--- src/rtl/small_decimator.sv ---
// Integrate-and-dump decimator: emits the rounded mean (or the last sample) of
// every block of 2^DEC_SHIFT enabled input samples, with a one-cycle valid strobe.
module small_decimator #(
  parameter int unsigned WIDTH     = 16,
  parameter int unsigned DEC_SHIFT = 4,
  parameter int unsigned AVERAGE   = 1
) (
  input  logic             clk,
  input  logic             rst,
  input  logic             en,
  input  logic             align,
  input  logic [WIDTH-1:0] dataIn,
  output logic [WIDTH-1:0] dataOut,
  output logic             outValid
);

  localparam int unsigned N  = 1 << DEC_SHIFT;
  localparam int unsigned AW = WIDTH + DEC_SHIFT;
  localparam int unsigned SW = AW + 1;

  localparam logic [DEC_SHIFT-1:0] LAST_CNT = DEC_SHIFT'(N - 1);
  localparam logic [DEC_SHIFT-1:0] ONE_CNT  = DEC_SHIFT'(1);
  localparam logic signed [SW-1:0] ROUND    = SW'(N / 2);

  logic [DEC_SHIFT-1:0]    cnt_q, cnt_d;
  logic signed [AW-1:0]    acc_q, acc_d;
  logic signed [WIDTH-1:0] data_q, data_d;
  logic                    valid_q, valid_d;

  logic signed [WIDTH-1:0] din_s;
  logic signed [AW-1:0]    din_ext;
  logic signed [SW-1:0]    sum_rnd;
  logic signed [SW-1:0]    sum_shr;
  logic signed [WIDTH-1:0] mean;

  assign din_s   = dataIn;
  assign din_ext = AW'(din_s);

  // Block total plus half an LSB of the quotient, floored by the arithmetic shift.
  assign sum_rnd = SW'(acc_q) + SW'(din_s) + ROUND;
  assign sum_shr = sum_rnd >>> DEC_SHIFT;
  assign mean    = WIDTH'(sum_shr);

  always_comb begin
    cnt_d   = cnt_q;
    acc_d   = acc_q;
    data_d  = data_q;
    valid_d = 1'b0;
    if (align) begin
      if (en) begin
        acc_d = din_ext;
        cnt_d = ONE_CNT;
      end else begin
        acc_d = '0;
        cnt_d = '0;
      end
    end else if (en) begin
      if (cnt_q == '0) begin
        acc_d = din_ext;
        cnt_d = ONE_CNT;
      end else if (cnt_q == LAST_CNT) begin
        cnt_d   = '0;
        valid_d = 1'b1;
        data_d  = (AVERAGE != 0) ? mean : din_s;
      end else begin
        acc_d = acc_q + din_ext;
        cnt_d = cnt_q + ONE_CNT;
      end
    end
  end

  always_ff @(posedge clk) begin
    if (rst) begin
      cnt_q   <= '0;
      acc_q   <= '0;
      data_q  <= '0;
      valid_q <= 1'b0;
    end else begin
      cnt_q   <= cnt_d;
      acc_q   <= acc_d;
      data_q  <= data_d;
      valid_q <= valid_d;
    end
  end

  assign dataOut  = data_q;
  assign outValid = valid_q;

endmodule

--- config.mk ---
export PLATFORM = sky130hd
export DESIGN_NAME = small_decimator
export DESIGN_NICKNAME = d
export VERILOG_FILES = /design/src/rtl/small_decimator.sv
export SDC_FILE = /design/constraint.sdc
export NUM_CORES = 1
export LEC_CHECK = 0
export CAP_MARGIN = 20
export CORE_UTILIZATION = 40
export CTS_BUF_LIST = sky130_fd_sc_hd__clkbuf_8 sky130_fd_sc_hd__clkbuf_16
export DETAILED_ROUTE_END_ITERATION = 10
export HOLD_SLACK_MARGIN = 0.15
export MAX_ROUTING_LAYER = met4
export PLACE_DENSITY = 0.64
export SLEW_MARGIN = 25
export SYNTH_ARGS = -nofsm -noshare
export SYNTH_HDL_FRONTEND = slang
export SYNTH_SLANG_ARGS = --single-unit
--- constraint.sdc ---
create_clock -name clk -period 8.2 [get_ports clk]
set_clock_uncertainty 0.1 [all_clocks]
set_input_delay 2.05 -clock clk [delete_from_list [all_inputs] [get_ports clk]]
set_output_delay 2.05 -clock clk [all_outputs]
set_load 0.05 [all_outputs]
## After elaboration in Yosys (flattened, before gate mapping)

Index checks and enable logic that the tools add are counted.
W data, S select, Z words.

- Register bits: 41
- Input bits: 20
- Output and inout bits: 17
- Logic and storage cells: 29

- $add $sub $neg: 4
- Equality and inequality tests: 2
- Muxes and demuxes: 11
- Bitwise gates (word level): 3
- Reduce and logical (&&, ||, !) cells: 5

Operators with widths:

| cell | number |
|---|---|
| $mux W20 | 5 |
| $add A20 B16 Y20 | 2 |
| $add A20 B5 Y20 const B | 1 |
| $mux W4 | 4 |
| $add A4 B1 Y4 const B | 1 |
| $eq A4 B4 Y1 const B | 1 |
| $logic_not A4 Y1 | 1 |
| $reduce_and A4 Y1 | 1 |
| $reduce_or A4 Y1 | 1 |
| $ne A3 B3 Y1 const B | 1 |
| $not A1 Y1 | 3 |
| $mux W1 | 2 |
| $reduce_and A2 Y1 | 1 |
| $reduce_bool A2 Y1 | 1 |

## Logic depth before layout (Yosys ltp)

- Depth in word-level cells: 5
- Depth in mapped cells: 11
- Gate-level depth less buffers: 11

## Least setup slack after synthesis

OpenSTA, ideal clock, no wires.

- Path kind: input to register
- Start point: input port dataIn[4]
- End point: register data_q[10], in the netlist dataOut[10]
- Library setup time: 134 ps
- Arrival: 4367 ps
- Required time: 7966 ps
- Path slack: 3598 ps
- Cell stages on the path: 10
- Path buffers: 0
- Path through: ha_1 -> inv_1 -> fa_1 -> inv_1 -> o2111ai_1 -> a311oi_2 -> o311a_1 -> nor2_1 -> o311a_1 -> or4_1

- Longest elaborated chain between the ends: 2

Ends and longest elaborated chain:

| item | line | RTL |
|---|---|---|
| start, declared | 12 | `input logic [WIDTH-1:0] dataIn,` |
| $add A20 B16 Y20 | 40 | `assign sum_rnd = SW'(acc_q) + SW'(din_s) + ROUND;` |
| $add A20 B5 Y20 | 40 |  |
| end signal, assigned | 81 | `data_q <= data_d;` |
| end, declared | 27 | `logic signed [WIDTH-1:0] data_q, data_d;` |

No other way between the ends.
A chain may end at the register's enable or synchronous reset.

## Final worst setup path

- Start point: input port dataIn[1]
- End point: register data_q[10], in the netlist dataOut[10]

Same word-level chain as after synthesis.

==> impl_results.html <==
<table>
<tr><th>Metric</th><th>Value</th></tr>
<tr><th colspan="2">Synthesis</th></tr>
<tr><td>EDFF count, synth</td><td>0</td></tr>
<tr><td>Dominant register cell in the synthesized netlist</td><td>sky130_fd_sc_hd__dfxtp_1</td></tr>
<tr><td>Post-synthesis register bit count</td><td>41</td></tr>
<tr><td>Number of cells produced by synthesis</td><td>450</td></tr>
<tr><td>Async set or reset register ratio after synthesis</td><td>0%</td></tr>
<tr><td>Combined area of all synthesized cells</td><td>~3700 µm²</td></tr>
<tr><td>Average cell area after synthesis</td><td>roughly 8.2 µm²</td></tr>
<tr><td>Yosys warning total</td><td>0</td></tr>
<tr><td>Net Count, Synth</td><td>527</td></tr>
<tr><td>Number of distinct library cells after synthesis</td><td>61</td></tr>
<tr><td>Portion of the post-synthesis area used by sequential elements</td><td>roughly 22%</td></tr>
<tr><th colspan="2">Critical path</th></tr>
<tr><td>Critical Path End Type</td><td>flip-flop</td></tr>
<tr><td>Library cell contributing the largest single delay on the critical path</td><td>sky130_fd_sc_hd__clkdlybuf4s50_1</td></tr>
<tr><td>CP Class</td><td>in -&gt; reg</td></tr>
<tr><td>CP arrival</td><td>5.09 ns</td></tr>
<tr><td>Cell Chain, Critical Path</td><td>clkdlybuf4s50_1 &gt; ha_1 &gt; inv_1 &gt; fa_1 &gt; nor2b_1 &gt; o2111ai_1 &gt; a311oi_2 &gt; o311a_1 &gt; nor2_1 &gt; o311a_1 &gt; or4_1</td></tr>
<tr><td>Critical path's largest stage delay</td><td>0.55 ns</td></tr>
<tr><td>CP required</td><td>8.28 ns</td></tr>
<tr><td>Most frequent cell on the critical path</td><td>sky130_fd_sc_hd__o311a_1</td></tr>
<tr><td>Crit path launch type</td><td>input port</td></tr>
<tr><td>Worst-path fanout max</td><td>4</td></tr>
<tr><th colspan="2">Cells and area</th></tr>
<tr><td>Final core occ</td><td>48.5%</td></tr>
<tr><td>Count of antenna diodes in the layout</td><td>0</td></tr>
<tr><td>Fraction of layout instances using a drive strength above 1</td><td>3.95%</td></tr>
<tr><td>Cell Count, Final, Fillers Out</td><td>589</td></tr>
<tr><td>Post-layout nets</td><td>557</td></tr>
<tr><td>Area growth from synthesis to layout</td><td>16.1%</td></tr>
<tr><th colspan="2">Routing</th></tr>
<tr><td>Post-route ant nets</td><td>0</td></tr>
<tr><td>Drt first pass iters</td><td>8</td></tr>
<tr><td>Metal3 WL</td><td>470 µm</td></tr>
<tr><td>Wire length on met1</td><td>roughly 4400 µm</td></tr>
<tr><td>Highest routed layer</td><td>met4</td></tr>
<tr><td>Number of remaining DRC errors</td><td>2</td></tr>
<tr><td>Average wire per cell in the routed design</td><td>15.5 µm</td></tr>
<tr><td>Routed wire length on met2</td><td>around 4200 µm</td></tr>
<tr><td>First-iteration detailed-routing DRC count</td><td>196</td></tr>
<tr><td>Routed via count divided by cell count</td><td>5.64</td></tr>
<tr><td>Final wirelength</td><td>a little over 9000 µm</td></tr>
<tr><td>Via Count</td><td>about 3300</td></tr>
<tr><th colspan="2">STA</th></tr>
<tr><td>Number of max-slew violations in the final report</td><td>0</td></tr>
<tr><td>Slew of the pin with the lowest slew margin</td><td>0.997 ns</td></tr>
<tr><td>Final setup violation count</td><td>0</td></tr>
<tr><td>Setup repair after global routing missed its margin</td><td>false</td></tr>
<tr><td>Max-slew headroom</td><td>33.3%</td></tr>
<tr><td>Final clock period utilization by the worst path</td><td>a little over 60%</td></tr>
<tr><td>Fmax</td><td>200 MHz</td></tr>
<tr><td>Setup TNS after final layout</td><td>0 ns</td></tr>
<tr><td>Final critical-path required period</td><td>roughly 5 ns</td></tr>
<tr><td>Setup WS post-layout</td><td>3.20 ns</td></tr>
<tr><td>Number of hold-slack violations in the final timing report</td><td>0</td></tr>
<tr><td>Final hold slack</td><td>0.360 ns</td></tr>
<tr><th colspan="2">Die</th></tr>
<tr><td>Starting Density</td><td>41.8%</td></tr>
<tr><td>Number of core rows</td><td>34</td></tr>
<tr><td>Num ports</td><td>37</td></tr>
<tr><td>Die Span X</td><td>a little under 100 µm</td></tr>
<tr><td>Die area</td><td>9630 µm²</td></tr>
<tr><td>Die outline height</td><td>98.1 µm</td></tr>
<tr><td>Core ar.</td><td>8850 µm²</td></tr>
<tr><th colspan="2">Pwr</th></tr>
<tr><td>Max VDD drop</td><td>0.0000635 V</td></tr>
<tr><td>Static leakage</td><td>1.76 nW</td></tr>
<tr><td>Total power per unit cell area</td><td>148 nW/µm²</td></tr>
<tr><th colspan="2">Placed design</th></tr>
<tr><td>Routability Congestion</td><td>0.867</td></tr>
<tr><td>Cell count after placement</td><td>just under 600</td></tr>
<tr><td>Number of port buffers</td><td>36</td></tr>
<tr><td>Pre-CTS setup slack</td><td>between 2 and 3 ns</td></tr>
<tr><td>HPWL Detailed</td><td>7050 µm</td></tr>
<tr><th colspan="2">Clock tree</th></tr>
<tr><td>Cell chosen for the clock root</td><td>sky130_fd_sc_hd__clkbuf_8</td></tr>
<tr><td>Hold buffer count at CTS</td><td>0</td></tr>
<tr><td>Num Clock Sinks</td><td>between 40 and 50</td></tr>
<tr><td>H-tree depth</td><td>2</td></tr>
<tr><td>Post-CTS sizing</td><td>0</td></tr>
<tr><td>TritonCTS clock tree</td><td>yes</td></tr>
<tr><td>Clock-pin slew reported for the worst setup and hold paths after clock tree synthesis</td><td>about 0.080 ns</td></tr>
<tr><td>Clock latency on the worst-skew pair</td><td>0.31 ns</td></tr>
<tr><td>Clock Path Buffers</td><td>2</td></tr>
<tr><td>CTS Buf Count</td><td>5</td></tr>
<tr><td>Number of buffers inserted by post-CTS setup repair</td><td>0</td></tr>
<tr><th colspan="2">GRT</th></tr>
<tr><td>Total Routing Usage GR</td><td>20.7%</td></tr>
<tr><td>Leftover overflow at the end of global routing</td><td>0</td></tr>
<tr><td>Number of global-route vias before repair</td><td>roughly 3300</td></tr>
<tr><td>Antenna violations before repair</td><td>0</td></tr>
<tr><td>Maximum number of pins on one net before global-route repair</td><td>36</td></tr>
<tr><td>Global-route wire length before repair</td><td>15700 µm</td></tr>
<tr><th colspan="2">Status</th></tr>
<tr><td>Result of the run</td><td>finished, violations left</td></tr>
<tr><td>Failing checks</td><td>design-rule violations</td></tr>
<tr><th colspan="2">Job</th></tr>
<tr><td>Max-cap violation count</td><td>0</td></tr>
<tr><th colspan="2">Min path</th></tr>
<tr><td>Worst min-delay path class</td><td>reg -&gt; reg</td></tr>
</table>
==> final cells by class <==
type / count / area, µm²
clock inverter: 3 / 65.1
tap: 108 / 135
timing repair buffer: 39 / 383
multi-input combinational: 345 / 2640
fill: 882 / 4560
sequential: 41 / 821
clock buffer: 5 / 68.8
inverter: 48 / 180
==> kinds of logic after synthesis <==
family | Yosys count | share of synthesized area [%]
and+or+nand+nor | 130 | 17.5
AOI/OAI and AO/OA | 128 | 23.9
buffers and inverters | 64 | 6.50
adders and majority gates | 57 | 22.7
DFF | 41 | 22.2
xor gates and xnor gates | 27 | 6.40
muxes | 3 | 0.812
==> final timing paths <==
kind,slack [ns],startpoint,depth (start not counted),endpoint
hold / removal,0.36,dataOut[0],2,dataOut[0]
hold reg to reg,0.36,dataOut[0],2,dataOut[0]
setup reg to reg,5.12,acc_q[1],10,dataOut[10]
setup / recovery,3.20,dataIn[1],11,dataOut[10]
==> routing by layer <==
| metal | GRT usage [%] | vias to the layer above |
|---|---|---|
| met2 | 33.3 | 87 |
| met4 | 5.13 | 0 |
| met3 | 2.86 | 6 |
| met5 | - | - |
| met1 | 27.3 | 1558 |
| li1 | - | 1672 |
==> layout by cell type, fill, tap and decap left out, types with 4 or more instances in the layout <==
cell                              instances
sky130_fd_sc_hd__clkdlybuf4s50_1         36
sky130_fd_sc_hd__nor2_1                  28
sky130_fd_sc_hd__nor2b_1                  7
sky130_fd_sc_hd__nand3_1                 10
sky130_fd_sc_hd__a31oi_1                  7
sky130_fd_sc_hd__nand2b_1                 4
sky130_fd_sc_hd__nor3_1                   6
sky130_fd_sc_hd__dfxtp_1                 41
sky130_fd_sc_hd__xnor2_1                 17
sky130_fd_sc_hd__xor2_1                  10
sky130_fd_sc_hd__o21ai_1                  5
sky130_fd_sc_hd__clkbuf_8                 5
sky130_fd_sc_hd__nand3b_1                 4
sky130_fd_sc_hd__inv_1                   48
sky130_fd_sc_hd__ha_1                    40
sky130_fd_sc_hd__nand2_1                 42
sky130_fd_sc_hd__nor4_1                   4
sky130_fd_sc_hd__a211oi_1                15
sky130_fd_sc_hd__a221oi_1                 7
sky130_fd_sc_hd__a21oi_1                 30
sky130_fd_sc_hd__or3_1                    4
sky130_fd_sc_hd__fa_1                    17
sky130_fd_sc_hd__o21ai_0                 22
sky130_fd_sc_hd__nand4_1                  5
==> flip-flops by register name, summed over array words and instances, names as in the netlist <==
| signal | count |
|---|---|
| dataOut | 16 |
| cnt_q | 4 |
| outValid | 1 |
| acc_q | 20 |
==> metrics by stage <==
| step | cell area [µm²] | power, mW |
|---|---|---|
| floorplan | 3700 | 0.381 |
| global placement | 4160 | 0.432 |
| detailed placement | 4160 | 0.437 |
| CTS | 4290 | 0.639 |
| global route | 4290 | 0.678 |
| finish | 4290 | 0.636 |
==> where the power goes <==
group,total (mW),leakage (nW),switching (mW),internal [mW]
Sequential,0.215,0.335,0.00674,0.208
Combinational,0.221,1.36,0.129,0.0918
Clock,0.200,0.0681,0.0788,0.121
Total,0.636,1.76,0.215,0.421
==> synthesized netlist by cell type (15+ instances only) <==
cell type / n / area (µm²)
sky130_fd_sc_hd__inv_1: 48 / 180
sky130_fd_sc_hd__fa_1: 17 / 340
sky130_fd_sc_hd__o21ai_0: 22 / 110
sky130_fd_sc_hd__nor2_1: 28 / 105
sky130_fd_sc_hd__ha_1: 40 / 500
sky130_fd_sc_hd__nand2_1: 42 / 158
sky130_fd_sc_hd__a21oi_1: 30 / 150
sky130_fd_sc_hd__a211oi_1: 15 / 113
sky130_fd_sc_hd__dfxtp_1: 41 / 821
sky130_fd_sc_hd__xnor2_1: 17 / 149
sky130_fd_sc_hd__clkbuf_1: 16 / 60.1
==> worst max-delay path, delay by kind of cell <==
kind | cells | cell delay (ns)
buffers and inverters | 2 | 0.62
AOI/OAI and AO/OA | 4 | 0.99
and+or+nand+nor | 3 | 0.73
adders and majority gates | 2 | 0.69
Power figures use the tool's default switching activity.
